==> config.mk <==
export PLATFORM = sky130hd
export DESIGN_NAME = i2s_codec_master_flat
export DESIGN_NICKNAME = d
export VERILOG_FILES = /design/src/rtl/i2s_codec_if.sv /design/src/rtl/i2s_codec_master.sv /design/src/flat_wrapper.sv
export SDC_FILE = /design/constraint.sdc
export NUM_CORES = 1
export LEC_CHECK = 0
export BUFFER_PORTS_ARGS = -buffer_cell sky130_fd_sc_hd__clkbuf_2
export CORE_ASPECT_RATIO = 1.75
export CORE_MARGIN = 2
export CORE_UTILIZATION = 58
export DETAILED_ROUTE_END_ITERATION = 8
export PLACE_DENSITY_LB_ADDON = 0.1
export SETUP_SLACK_MARGIN = 0.2
export SLEW_MARGIN = 20
export SYNTH_ARGS = -nofsm -noshare
export SYNTH_HDL_FRONTEND = slang
export SYNTH_SLANG_ARGS = --single-unit
==> constraint.sdc <==
create_clock -name clk -period 8.09 [get_ports clk]
set_input_delay 2.0225 -clock clk [delete_from_list [all_inputs] [get_ports clk]]
set_output_delay 2.0225 -clock clk [all_outputs]
set_load 0.05 [all_outputs]
==> src/rtl/i2s_codec_if.sv <==
// Sample-stream side of the I2S codec master: DAC pairs in (valid/ready),
// ADC pairs out (valid pulse), plus the underrun indication.
interface i2s_codec_if #(
  parameter int DATA_W = 16
);
  logic [DATA_W-1:0] dac_left;
  logic [DATA_W-1:0] dac_right;
  logic              dac_valid;
  logic              dac_ready;
  logic [DATA_W-1:0] adc_left;
  logic [DATA_W-1:0] adc_right;
  logic              adc_valid;
  logic              underrun;

  // Stream producer/consumer (DMA/FIFO side).
  modport master (
    output dac_left, dac_right, dac_valid,
    input  dac_ready, adc_left, adc_right, adc_valid, underrun
  );

  // The codec master itself.
  modport slave (
    input  dac_left, dac_right, dac_valid,
    output dac_ready, adc_left, adc_right, adc_valid, underrun
  );
endinterface

==> src/rtl/i2s_codec_master.sv <==
// I2S master for a slave-mode codec: qualifies PLL lock, generates BCLK/LRCK,
// shifts out DAC pairs and captures ADC pairs once per frame.
module i2s_codec_master #(
  parameter int DATA_W    = 16,
  parameter int SLOT_BITS = 32,
  parameter int BCLK_HALF = 2,
  parameter int LOCK_WAIT = 1024
) (
  input  logic       clk,
  input  logic       rst,
  input  logic       pll_locked_i,
  input  logic       enable_i,
  i2s_codec_if.slave strm,
  output logic       aud_bclk_o,
  output logic       aud_daclrck_o,
  output logic       aud_adclrck_o,
  output logic       aud_dacdat_o,
  input  logic       aud_adcdat_i
);

  localparam int BW    = $clog2(2 * SLOT_BITS);
  localparam int DIV_W = (BCLK_HALF > 1) ? $clog2(BCLK_HALF) : 1;
  localparam int LCK_W = $clog2(LOCK_WAIT + 1);
  localparam int SH_W  = 2 * DATA_W;

  localparam logic [BW-1:0]    B_LAST   = BW'(2 * SLOT_BITS - 1);
  localparam logic [BW-1:0]    B_SLOT   = BW'(SLOT_BITS);
  localparam logic [BW-1:0]    L_HI     = BW'(DATA_W);
  localparam logic [BW-1:0]    R_LO     = BW'(SLOT_BITS + 1);
  localparam logic [BW-1:0]    R_HI     = BW'(SLOT_BITS + DATA_W);
  localparam logic [DIV_W-1:0] DIV_LAST = DIV_W'(BCLK_HALF - 1);
  localparam logic [LCK_W-1:0] LCK_ARM  = LCK_W'(LOCK_WAIT - 1);
  localparam logic [LCK_W-1:0] LCK_MAX  = LCK_W'(LOCK_WAIT);

  typedef enum logic [1:0] {WAIT_LOCK, IDLE, RUN} state_e;

  state_e            state_q;
  logic              lock_meta_q, lock_sync_q;
  logic [LCK_W-1:0]  lock_cnt_q;
  logic              hold_full_q;
  logic [DATA_W-1:0] hold_l_q, hold_r_q;
  logic [SH_W-1:0]   tx_q, rx_q;
  logic [DIV_W-1:0]  div_q;
  logic [BW-1:0]     bit_q, bit_d;
  logic              bclk_q, lrck_q, dacdat_q;
  logic [DATA_W-1:0] adc_left_q, adc_right_q;
  logic              adc_valid_q, underrun_q;
  logic              tick, fall, rise, frame_end, load, xfer, dac_ready;

  // Periods 1..DATA_W of each slot carry data (one-bit I2S delay).
  function automatic logic in_data(input logic [BW-1:0] b);
    return (b != '0 && b <= L_HI) || (b >= R_LO && b <= R_HI);
  endfunction

  assign tick      = (state_q == RUN) && (div_q == DIV_LAST);
  assign fall      = tick && bclk_q;
  assign rise      = tick && !bclk_q;
  assign frame_end = fall && (bit_q == B_LAST);
  assign bit_d     = frame_end ? '0 : bit_q + BW'(1);
  assign load      = lock_sync_q && enable_i && ((state_q == IDLE) || frame_end);
  assign dac_ready = !hold_full_q && (state_q != WAIT_LOCK);
  assign xfer      = strm.dac_valid && dac_ready;

  always_ff @(posedge clk or posedge rst) begin
    // NOTE: every register here uses <= so all of them sample pre-edge values,
    // which the handshake/load overlap below depends on.
    if (rst) begin
      // NOTE: data registers are reset as well; they are flops, not a RAM,
      // so this costs nothing and keeps adc_left/right defined before the first frame.
      state_q     <= WAIT_LOCK;
      lock_meta_q <= 1'b0;
      lock_sync_q <= 1'b0;
      lock_cnt_q  <= '0;
      hold_full_q <= 1'b0;
      hold_l_q    <= '0;
      hold_r_q    <= '0;
      tx_q        <= '0;
      rx_q        <= '0;
      div_q       <= '0;
      bit_q       <= '0;
      bclk_q      <= 1'b0;
      lrck_q      <= 1'b0;
      dacdat_q    <= 1'b0;
      adc_left_q  <= '0;
      adc_right_q <= '0;
      adc_valid_q <= 1'b0;
      underrun_q  <= 1'b0;
    end else begin
      lock_meta_q <= pll_locked_i;
      lock_sync_q <= lock_meta_q;
      adc_valid_q <= 1'b0;
      underrun_q  <= 1'b0;

      if (!lock_sync_q)              lock_cnt_q <= '0;
      else if (lock_cnt_q != LCK_MAX) lock_cnt_q <= lock_cnt_q + LCK_W'(1);

      if (!lock_sync_q) begin
        state_q     <= WAIT_LOCK;
        hold_full_q <= 1'b0;
        div_q       <= '0;
        bit_q       <= '0;
        bclk_q      <= 1'b0;
        lrck_q      <= 1'b0;
        dacdat_q    <= 1'b0;
      end else begin
        // A pair accepted on a load cycle lands in the register being emptied.
        if (xfer) begin
          hold_full_q <= 1'b1;
          hold_l_q    <= strm.dac_left;
          hold_r_q    <= strm.dac_right;
        end else if (load) begin
          hold_full_q <= 1'b0;
        end

        if (load) begin
          tx_q       <= hold_full_q ? {hold_l_q, hold_r_q} : '0;
          underrun_q <= !hold_full_q;
        end

        unique case (state_q)
          WAIT_LOCK: if (lock_cnt_q >= LCK_ARM) state_q <= IDLE;
          IDLE: if (enable_i) begin
            state_q <= RUN;
            div_q   <= '0;
            bit_q   <= '0;
            bclk_q  <= 1'b0;
          end
          RUN: begin
            div_q <= tick ? '0 : div_q + DIV_W'(1);
            if (tick) bclk_q <= !bclk_q;
            if (rise && in_data(bit_q)) rx_q <= {rx_q[SH_W-2:0], aud_adcdat_i};
            if (fall) begin
              bit_q  <= bit_d;
              lrck_q <= (bit_d >= B_SLOT);
              if (in_data(bit_d)) begin
                dacdat_q <= tx_q[SH_W-1];
                tx_q     <= tx_q << 1;
              end else begin
                dacdat_q <= 1'b0;
              end
              if (frame_end) begin
                adc_left_q  <= rx_q[SH_W-1:DATA_W];
                adc_right_q <= rx_q[DATA_W-1:0];
                adc_valid_q <= 1'b1;
                if (!enable_i) state_q <= IDLE;
              end
            end
          end
          default: state_q <= WAIT_LOCK;
        endcase
      end
    end
  end

  assign strm.dac_ready = dac_ready;
  assign strm.adc_left  = adc_left_q;
  assign strm.adc_right = adc_right_q;
  assign strm.adc_valid = adc_valid_q;
  assign strm.underrun  = underrun_q;
  assign aud_bclk_o     = bclk_q;
  assign aud_daclrck_o  = lrck_q;
  assign aud_adclrck_o  = lrck_q;
  assign aud_dacdat_o   = dacdat_q;

endmodule

==> src/flat_wrapper.sv <==
// flat-port wrapper written by rule: the top's interface ports become plain ports
module i2s_codec_master_flat 
#(
  parameter int DATA_W    = 16,
  parameter int SLOT_BITS = 32,
  parameter int BCLK_HALF = 2,
  parameter int LOCK_WAIT = 1024
)
  (clk, rst, pll_locked_i, enable_i, aud_bclk_o, aud_daclrck_o, aud_adclrck_o, aud_dacdat_o, aud_adcdat_i, strm_dac_left, strm_dac_right, strm_dac_valid, strm_dac_ready, strm_adc_left, strm_adc_right, strm_adc_valid, strm_underrun);
  i2s_codec_if #(.DATA_W(DATA_W)) strm_i ();
  input  logic clk;
  input  logic rst;
  input  logic pll_locked_i;
  input  logic enable_i;
  output logic aud_bclk_o;
  output logic aud_daclrck_o;
  output logic aud_adclrck_o;
  output logic aud_dacdat_o;
  input  logic aud_adcdat_i;
  input wire logic [$bits(strm_i.dac_left)-1:0] strm_dac_left;
  input wire logic [$bits(strm_i.dac_right)-1:0] strm_dac_right;
  input wire logic [$bits(strm_i.dac_valid)-1:0] strm_dac_valid;
  output wire logic [$bits(strm_i.dac_ready)-1:0] strm_dac_ready;
  output wire logic [$bits(strm_i.adc_left)-1:0] strm_adc_left;
  output wire logic [$bits(strm_i.adc_right)-1:0] strm_adc_right;
  output wire logic [$bits(strm_i.adc_valid)-1:0] strm_adc_valid;
  output wire logic [$bits(strm_i.underrun)-1:0] strm_underrun;
  assign strm_i.dac_left = strm_dac_left;
  assign strm_i.dac_right = strm_dac_right;
  assign strm_i.dac_valid = strm_dac_valid;
  assign strm_dac_ready = strm_i.dac_ready;
  assign strm_adc_left = strm_i.adc_left;
  assign strm_adc_right = strm_i.adc_right;
  assign strm_adc_valid = strm_i.adc_valid;
  assign strm_underrun = strm_i.underrun;
  i2s_codec_master #(.DATA_W(DATA_W), .SLOT_BITS(SLOT_BITS), .BCLK_HALF(BCLK_HALF), .LOCK_WAIT(LOCK_WAIT)) u_core (.clk(clk), .rst(rst), .pll_locked_i(pll_locked_i), .enable_i(enable_i), .strm(strm_i), .aud_bclk_o(aud_bclk_o), .aud_daclrck_o(aud_daclrck_o), .aud_adclrck_o(aud_adclrck_o), .aud_dacdat_o(aud_dacdat_o), .aud_adcdat_i(aud_adcdat_i));
endmodule
## Word level (Yosys, flattened, before mapping)

Index checks and enable logic that the tools add are counted.

- Register bits: 156
- Output and inout bits: 39

- $add $sub $neg: 3
- $lt $le $gt $ge: 8
- Equal/unequal tests: 15
- Mux-type cells: 42
- Reductions and logical operators: 30

Operator list:

| kind | count |
|---|---|
| $mux W32 | 5 |
| $mux W6 | 4 |
| $ne A3 B3 Y1 const B | 8 |
| $mux W11 | 2 |
| $mux W1 | 21 |
| $ge A6 B6 Y1 const B | 3 |
| $logic_and A1 B1 Y1 | 13 |
| $le A6 B5 Y1 const B | 2 |
| $le A6 B6 Y1 const B | 2 |
| $mux W2 | 6 |
| $pmux W6 S2 | 1 |
| $reduce_bool A6 Y1 | 2 |
| $add A11 B1 Y11 const B | 1 |
| $ge A11 B10 Y1 const B | 1 |
| $ne A11 B11 Y1 const B | 1 |
| $reduce_and A3 Y1 | 3 |
| $add A6 B1 Y6 const B | 1 |
| $eq A6 B6 Y1 const B | 1 |
| $ne A2 B2 Y1 const B | 3 |
| $pmux W2 S3 | 1 |
| $reduce_and A2 Y1 | 3 |
| $reduce_and A5 Y1 | 1 |
| $pmux W1 S2 | 2 |
| $reduce_and A4 Y1 | 1 |
| 7 further kinds | 10 |

## Logic depth before layout (Yosys ltp)

Gate-level depths: netlist (run 1).

- Depth in word-level cells: 12
- Mapped depth: 11
- Gate-level depth less buffers: 9

## Worst setup path before layout (run 1)

No wires, ideal clock.

- Kind: register to output
- Start point: register u_core.state_q[0]
- End point: output strm_dac_ready
- Arrival time: 1.308 ns
- Required time: 6.068 ns
- Path slack: 4.759 ns
- Stages on the path, launching flop included: 4
- Buffers on the path: 0
- Cells stage by stage: dfrtp_1 -> inv_1 -> ha_1 -> nor2_1

- Longest elaborated chain between the ends: 2

Ends and longest elaborated chain:

| what | line | text |
|---|---|---|
| from (decl) | i2s_codec_master.sv:37 | `state_e state_q;` |
| from (signal assigned) | i2s_codec_master.sv:70 | `state_q <= WAIT_LOCK;` |
| from (signal assigned) | i2s_codec_master.sv:98 | `state_q <= WAIT_LOCK;` |
| from (signal assigned) | i2s_codec_master.sv:121 | `WAIT_LOCK: if (lock_cnt_q >= LCK_ARM) state_q <= IDLE;` |
| $reduce_bool A2 Y1 | i2s_codec_master.sv:61 | `assign dac_ready = !hold_full_q && (state_q != WAIT_LOCK);` |
| $logic_and A1 B1 Y1 | i2s_codec_master.sv:61 |  |
| to (decl) | flat_wrapper.sv:23 | `output wire logic [$bits(strm_i.dac_ready)-1:0] strm_dac_ready;` |

Every way passes these cells.

## Worst setup path after layout (run 1)

- Start point: register u_core.hold_full_q
- End point: output strm_dac_ready

- Longest elaborated chain between the ends: 2

Ends and longest elaborated chain:

| what | line | text |
|---|---|---|
| from (decl) | i2s_codec_master.sv:40 | `logic hold_full_q;` |
| from (signal assigned) | i2s_codec_master.sv:74 | `hold_full_q <= 1'b0;` |
| from (signal assigned) | i2s_codec_master.sv:99 | `hold_full_q <= 1'b0;` |
| from (signal assigned) | i2s_codec_master.sv:108 | `hold_full_q <= 1'b1;` |
| $logic_not A1 Y1 | i2s_codec_master.sv:61 |  |
| $logic_and A1 B1 Y1 | i2s_codec_master.sv:61 |  |

Every way passes these cells.

==> metrics.md, run 1 <==
| Metric | Value |
|---|---|
| CTS Buffer Depth | 2 |
| Unrepaired setup endpoints after global routing | false |
| Antenna cells | 0 |
| Vias in the first global route | 4597 |
| Share of flip-flops with an asynchronous set or reset | 1.00 |
| Main synth FF type | dfrtp_1 |
| Setup TNS | 0 ps |
| Number of remaining DRC errors | 0 |
| Post-CTS Setup Bufs | 0 |
| Crit Path Category | flop to output port |
| Adder-Cell Fraction of Synth Area | 0.0201 |
| Most frequent cells in the layout | dfrtp_1 (155), mux2_2 (82), clkbuf_2 (76) |
| H-tree depth | 4 |
| Setup Viol. Count Final | 0 |
| Worst Path Max Fanout | 35 |
| CTS Buf Count | 17 |
| Startpoint Class | flop |
| Routed vias | 4450 |
| PD cells | 290 nW/um2 |
| Final Wtd Congestion | 0.763 |
| Post-synthesis mux area share | 0.166 |
| Clock sinks | 156 |
| Layout Nets | 660 |
| Initial antenna violation count | 0 |
| Die area | 12700 um2 |
| Critical Path Sink Type | output port |
| DR pass1 iterations | 6 |
| Compound-Gate Fraction of Synth Area | 0.116 |
| Syn nets | 595 |
| Layout Cells excl Fill | 759 |
| Gr ovfl total | 0 |
| I/O pins | 77 |
| Skew final | 8.08 ps |
| Syn-to-layout area delta | 14.8% |
| Worst-path clk slew | 60 ps |
| Post-Syn Instances | 546 |
| Yosys warning count | 0 |
| Die Width | 86.2 um |
| WL/cell | 16.9 um |
| Height of the die | 148 um |
| Max Cap Viol | 0 |
| Post-synth EDFFs | 0 |
| P_leak | 3.79 nW |
| Placed insts | 727 |
| Layout cells sized above 1 | 0.349 |
| Global-route wire length before repair | 21.6 mm |
| Commonest non-fill, non-tap cell in the layout | dfrtp_1 |
| Status | complete, no violations |
| Peak VDD IR | 0.000249 V |
| Post-route minimum period | 3600 ps |
| Site row count | 52 |
| CTS tree | done |
| Number of gates resized after cts | 0 |
| Clock Latency Late Sink | 420 ps |
| Mapped cell area | 6850 um2 |
| Hold Buf Count CTS | 0 |
| Worst Hold Class | flop to flop |
| PortBufs | 76 |
| Worst Tran Pin Value | 809 ps |
| Largest net degree at the start of global routing | 92 |
| Starting Density | 0.595 |
| Routed WL | 12.8 mm |
| Xor-xnor portion of the synthesized cell area | 0.0102 |
| Fmax | 278 MHz |
| Vias per cell | 5.86 |
| Final hold vios | 0 |
| Required @ worst endpoint | 6070 ps |
| Core area | 11500 um2 |
| Syn_area_per_cell | 12.5 um2 |
| Post-route clock period utilization | 0.445 |
| Flop and latch count out of synthesis | 156 |
| Headroom to the max-slew limit | 0.461 |
| Overall Global Routing Usage | 0.215 |
| Synth Area in Simple Gates | 0.0815 |
| Post-DP HPWL | 8.15 mm |
| Post-DRT Antenna Nets | 0 |
| Distinct cells, synth | 50 |
| Final Max Tran Viols | 0 |
| Largest family of logic cells by synthesized area | multiplexers |
| Sequential fraction of the synthesis area | 0.570 |
| CTS root buffer | clkbuf_16 |
| Arr. time, crit path | 1580 ps |
| Final Power | 2.28 mW |
| Iteration-0 DRC Markers | 229 |
-- metrics by stage --
stage	cell area [um2]	hold slack [ps]	utilization	setup WS, ps
after floorplan	6850	331	-	1860
after global placement	7240	345	0.629	4540
after detailed placement	7240	342	0.629	4480
after CTS	7860	361	0.682	4130
after global routing	7870	373	0.683	4350
final	7870	351	0.683	4490
-- layer usage --
metal / track usage / share of wire / up-vias
met1: 0.262 / 0.42 / 2230
met4: 0.0802 / 0.019 / 0
met2: 0.365 / 0.52 / 105
met5: 0 / 0 / -
li1: - / - / 2094
met3: 0.0536 / 0.036 / 21
-- Yosys cell counts, types with 10 or more instances --
| cell | n | area (um2) |
|---|---|---|
| a21oi_1 | 44 | 220 |
| clkbuf_1 | 17 | 63.8 |
| dfrtp_1 | 156 | 3900 |
| ha_1 | 11 | 138 |
| mux2_2 | 82 | 923 |
| mux2_4 | 10 | 150 |
| nand2_1 | 52 | 195 |
| nand3_1 | 11 | 55.1 |
| nor2_1 | 19 | 71.3 |
| o21ai_0 | 17 | 85.1 |
| o221a_1 | 30 | 338 |
-- cell families after synthesis --
group | Yosys count
mux | 98
compound gates | 109
fa+ha+maj | 11
simple gates | 118
xor+xnor | 8
buf+inv | 46
flops | 156
-- layout make-up --
type / instances / area (um2)
Sequential cell: 156 / 3910
Fill cell: 882 / 3650
Multi-Input combinational cell: 344 / 2710
Clock buffer: 17 / 425
Timing Repair Buffer: 82 / 425
Clock inverter: 15 / 188
Tap cell: 135 / 169
Inverter: 10 / 42.5
-- where the power goes --
group | switching (mW) | internal (mW) | total, mW
combinational | 0.167 | 0.201 | 0.368
clock | 0.328 | 0.491 | 0.820
sequential | 0.137 | 0.955 | 1.09
total | 0.632 | 1.65 | 2.28
-- path summary, 6_finish.rpt --
check	end	from	slack, ps	cells after the start
setup reg to reg	u_core.tx_q[30]	u_core.bit_q[0]	4810	9
max in group asynchronous	u_core.tx_q[25]	rst	4970	3
hold / removal	u_core.lock_sync_q	u_core.lock_meta_q	350	0
setup / recovery	strm_dac_ready	u_core.hold_full_q	4490	2
hold reg to reg	u_core.lock_sync_q	u_core.lock_meta_q	350	0
min in group asynchronous	u_core.strm.adc_right[5]	rst	1730	2
-- worst max-delay path, stage by stage (launching register included) --
cell and delay, ps:
dfrtp_2 750, nor2_1 130, clkbuf_2 270
-- sequential cells by signal, summed over array words and instances, names as in the netlist, 2 cells and up --
name / cells
u_core.lock_cnt_q: 11
u_core.hold_l_q: 16
u_core.hold_r_q: 16
u_core.strm.adc_left: 16
u_core.tx_q: 32
u_core.strm.adc_right: 16
u_core.state_q: 2
u_core.rx_q: 32
u_core.bit_q: 6
Note: power is estimated with default switching activity, not from simulation.
==> run 2: changes to the inputs <==
==> constraint.sdc (replaced) <==
create_clock -name clk -period 3.4 [get_ports clk]
set_input_delay 0.85 -clock clk [delete_from_list [all_inputs] [get_ports clk]]
set_output_delay 0.85 -clock clk [all_outputs]
set_load 0.05 [all_outputs]
==> metrics.md, run 2 (same netlist as run 1, synthesis figures left out) <==
| Metric | Value |
|---|---|
| CTS Buf Count | 17 |
| P_leak | 3.77 nW |
| Post-route setup slack | 641 ps |
| I/O pins | 77 |
| Post-CTS Setup Bufs | 0 |
| CTS tree | done |
| Number of remaining DRC errors | 0 |
| H-tree depth | 4 |
| Number of gates resized after cts | 0 |
| Crit path from | u_core.bit_q[0] |
| Initial antenna violation count | 0 |
| Final core occ | 0.681 |
| DP Worst Slack | 668 ps |
| Crit Path Category | flop to flop |
| Min-delay src | u_core.lock_meta_q |
| Fmax | 362 MHz |
| Clock Latency Late Sink | 420 ps |
| Post-route clock period utilization | 0.811 |
| Layout cells sized above 1 | 0.350 |
| Site row count | 52 |
| Most frequent cells in the layout | dfrtp_1 (156), mux2_2 (82), clkbuf_2 (76) |
| CTS Buffer Depth | 2 |
| Final Wtd Congestion | 0.808 |
| Post-route minimum period | 2760 ps |
| Antenna cells | 0 |
| Final hold vios | 0 |
| Gr ovfl total | 0 |
| RR Startpoint | u_core.bit_q[0] |
| Post-DP HPWL | 8.32 mm |
| Startpoint Class | flop |
| Routed WL | 12.6 mm |
| Iteration-0 DRC Markers | 212 |
| Status | complete, no violations |
| Worst Hold Class | flop to flop |
| WL/cell | 16.6 um |
| Die Width | 86.2 um |
| Post-DRT Antenna Nets | 0 |
| Routed vias | 4436 |
| Setup Viol. Count Final | 0 |
| Height of the die | 148 um |
| Required @ worst endpoint | 3700 ps |
| Core area | 11500 um2 |
| Vias per cell | 5.83 |
| Fill cells | 860 |
| Clock sinks | 156 |
| R2R Setup Slk | 640 ps |
| Reg area | 3900 um2 |
| PD cells | 674 nW/um2 |
| Worst Tran Pin Value | 844 ps |
| Skew final | 7.85 ps |
| Worst Path Max Fanout | 31 |
| Setup TNS | 0 ps |
| Vias in the first global route | 4517 |
| Final Power | 5.28 mW |
| PortBufs | 76 |
| Largest net degree at the start of global routing | 157 |
| Critical Path Sink Type | flop |
| Layout Nets | 662 |
| Die area | 12700 um2 |
| Hold Buf Count CTS | 0 |
| Global-route wire length before repair | 21.2 mm |
| Max Cap Viol | 0 |
| Overall Global Routing Usage | 0.210 |
| Unrepaired setup endpoints after global routing | false |
| Worst-path clk slew | 70 ps |
| Top flop regs | u_core.rx_q: 32 flops, u_core.tx_q: 32 flops |
| Arr. time, crit path | 3060 ps |
| Headroom to the max-slew limit | 0.437 |
| Starting Density | 0.595 |
| Syn-to-layout area delta | 14.5% |
| Area occupied by multi-input gates | 2700 um2 |
| Final Max Tran Viols | 0 |
| CTS root buffer | clkbuf_16 |
| DR pass1 iterations | 6 |
| Commonest non-fill, non-tap cell in the layout | dfrtp_1 |
| Peak VDD IR | 0.000574 V |
==> run 2: cell count changes in the layout (fill, tap and decap cells not counted), sizes merged <==
| cell | delta |
|---|---|
| clkinvlp | +3 |
| buf | +2 |
| bufinv | -3 |
| inv | +3 |
| clkinv | -3 |
==> run 2: area by class of cell <==
cell class,count,area share
clock inverters,15,0.0190
multi-input cells,344,0.345
well taps,135,0.0215
repair buffers,84,0.0577
clock buffers,17,0.0542
inverters,10,0.00526
flip-flops and latches,156,0.498
==> run 2: worst max-delay path, cell delays in order, from the launching register on <==
cell	delay, ps
dfrtp_1	520
ha_1	380
and4_1	250
and3_1	280
a211o_1	150
nand3_2	110
o211ai_2	200
nand2_2	360
o221a_1	370
==> run 2: per-stage QoR <==
stage / hold slack (ps) / area (um2) / instances
after floorplan: 331 / 6850 / 546
after detailed placement: 336 / 7270 / 729
final: 350 / 7840 / 761
after global routing: 374 / 7840 / 761
after global placement: 333 / 7270 / 729
after CTS: 351 / 7840 / 761
==> run 2: final timing paths <==
path	endpoint	cells past startpoint
max	u_core.tx_q[22]	8
min	u_core.lock_sync_q	0
max reg2reg	u_core.tx_q[22]	8
min reg2reg	u_core.lock_sync_q	0
max in group asynchronous	u_core.tx_q[17]	3
min in group asynchronous	u_core.hold_l_q[9]	3
==> run 2: power by group <==
group | leakage, nW | switching (mW) | internal, mW
Clock | 0.271 | 0.842 | 0.976
Sequential | 2.04 | 0.260 | 2.27
Combinational | 1.46 | 0.450 | 0.485
Total | 3.77 | 1.55 | 3.73
==> run 2: layer usage <==
| layer | part of all wire | vias to the layer above | global-route usage | wire length [um] |
|---|---|---|---|---|
| met5 | 0 | - | 0 | 0 |
| met4 | 0.025 | 0 | 0.0921 | 315 |
| met3 | 0.031 | 27 | 0.0503 | 396 |
| met2 | 0.53 | 109 | 0.358 | 6730 |
| met1 | 0.41 | 2203 | 0.251 | 5200 |
| li1 | - | 2097 | - | - |
==> run 3: changes to the inputs <==
==> constraint.sdc (replaced) <==
create_clock -name clk -period 2.6 [get_ports clk]
set_input_delay 0.65 -clock clk [delete_from_list [all_inputs] [get_ports clk]]
set_output_delay 0.65 -clock clk [all_outputs]
set_load 0.05 [all_outputs]
==> metrics.md, run 3 (same netlist as run 1, synthesis figures left out) <==
| Metric | Value |
|---|---|
| Routed WL | 13.2 mm |
| Clock sinks | 156 |
| Most frequent cells in the layout | dfrtp_1 (153), mux2_2 (82), clkbuf_2 (76) |
| Post-route clock period utilization | 0.891 |
| CTS root buffer | clkbuf_16 |
| WL/cell | 17.1 um |
| Status | complete, no violations |
| PD cells | 873 nW/um2 |
| Met3 Usage GRT | 0.0486 |
| Arr. time, crit path | 2610 ps |
| Max Cap Viol | 0 |
| CTS Buffer Depth | 2 |
| Die area | 12700 um2 |
| Global Route met2 Usage | 0.367 |
| Final hold vios | 0 |
| Overall Global Routing Usage | 0.215 |
| Sequence of cells on the critical path | inv_1 -> ha_1 -> and3_1 -> nand3_1 -> and3_1 -> o21a_1 -> o211ai_4 -> buf_12 -> nand2_8 -> o221a_1 |
| Hold_ws | 346 ps |
| Worst Path Max Fanout | 16 |
| Crit path max-delay cell type | dfrtp_1 |
| Gr ovfl total | 0 |
| CTS Buf Count | 17 |
| Vias in the first global route | 4698 |
| Skew final | 15.9 ps |
| DP Worst Slack | 15.7 ps |
| Layout Nets | 673 |
| Worst-path clk slew | 70 ps |
| Post-route minimum period | 2320 ps |
| Final Power | 7.06 mW |
| DR pass1 iterations | 4 |
| I/O pins | 77 |
| Layout Cells excl Fill | 771 |
| Die Width | 86.2 um |
| Final Wtd Congestion | 0.853 |
| Met1 Track Usage GR | 0.258 |
| Starting Density | 0.595 |
| CTS tree | done |
| Syn-to-layout area delta | 18.0% |
| Peak VDD IR | 0.000669 V |
| Setup Viol. Count Final | 0 |
| Global-route wire length before repair | 21.8 mm |
| Final Max Tran Viols | 0 |
| Routed vias | 4573 |
| Post-DRT Antenna Nets | 0 |
| Clock Latency Late Sink | 420 ps |
| P_leak | 3.88 nW |
| H-tree depth | 4 |
| Worst Hold Class | input pin to flop |
| Height of the die | 148 um |
| Site row count | 52 |
| Number of remaining DRC errors | 0 |
| Top flop regs | u_core.rx_q: 32 flops, u_core.tx_q: 32 flops |
| Initial antenna violation count | 0 |
| Worst Tran Pin Value | 817 ps |
| Final core occ | 0.702 |
| Core area | 11500 um2 |
| Largest stage delay on the critical path | 410 ps |
| Largest net degree at the start of global routing | 157 |
| Fmax | 432 MHz |
| Commonest non-fill, non-tap cell in the layout | dfrtp_1 |
| Unrepaired setup endpoints after global routing | false |
| Crit Path Category | flop to flop |
| PortBufs | 76 |
| Antenna cells | 0 |
| Fill cells | 839 |
| GRT busiest layer | met2 |
| Startpoint Class | flop |
| Headroom to the max-slew limit | 0.456 |
| Post-DP HPWL | 8.58 mm |
| Placed insts | 736 |
| Layout cells sized above 1 | 0.368 |
| Post-route setup slack | 284 ps |
| Iteration-0 DRC Markers | 267 |
| Most used cell, CP | and3_1 |
| Critical Path Sink Type | flop |
| Required @ worst endpoint | 2890 ps |
| Vias per cell | 5.93 |
run 3: changes by cell type in the layout (fill, tap and decap cells not counted), sizes merged:
cell      before  now
clkinvlp       5    3
buf            8   17
bufinv         0    2
clkbuf        93   94
nand2         53   55
clkinv         2    3
inv           18   15
run 3: final cells by class:
type,count,area [um2],area share
sequential,156,3910,0.484
multi-input combinational,346,2770,0.343
timing repair buffer,93,598,0.0740
clock buffer,18,439,0.0544
tap,135,169,0.0209
clock inverter,13,154,0.0190
inverter,10,41.3,0.00511
run 3: critical path, delay by kind of cell, from the launching register on:
kind	cells	cell delay (ps)
simple gates	4	690
fa+ha+maj	1	160
flops	1	410
compound gates	3	670
buf+inv	2	260
run 3: path summary, 6_finish.rpt:
kind	startpoint	end	slack (ps)	depth (start not counted)
max in group asynchronous	rst	u_core.bit_q[4]	1520	3
setup reg to reg	u_core.state_q[0]	u_core.tx_q[22]	280	10
hold reg to reg	u_core.lock_meta_q	u_core.lock_sync_q	360	0
min in group asynchronous	rst	u_core.strm.adc_left[13]	420	3
setup / recovery	u_core.state_q[0]	u_core.tx_q[22]	280	10
hold / removal	pll_locked_i	u_core.lock_meta_q	350	1
run 3: power breakdown:
| group | internal, mW | switching, mW |
|---|---|---|
| Clock | 1.46 | 1.01 |
| Sequential | 2.97 | 0.337 |
| Combinational | 0.668 | 0.610 |
| Total | 5.10 | 1.96 |
run 3: through the flow:
stage                     instance area (um2)  TNS (ps)
after global routing                     8080         0
after floorplan                          6860     -3570
after global placement                   7360         0
after CTS                                7970         0
final                                    8080         0
after detailed placement                 7360         0
run 3: routing by layer:
metal	vias to the layer above	routed length, um
li1	2118	-
met1	2294	5240
met2	130	7100
met3	31	459
met4	0	387
met5	-	0
run 3: timing repair:
| item | CTS | global route |
|---|---|---|
| cloned | 0 | 2 |
| gates resized for setup | 3 | 12 |
| endpoints found under the setup margin | 31 | 63 |
| hold buffers | 0 | 0 |
| pin swaps | 0 | 3 |
| setup buffers | 0 | 2 |
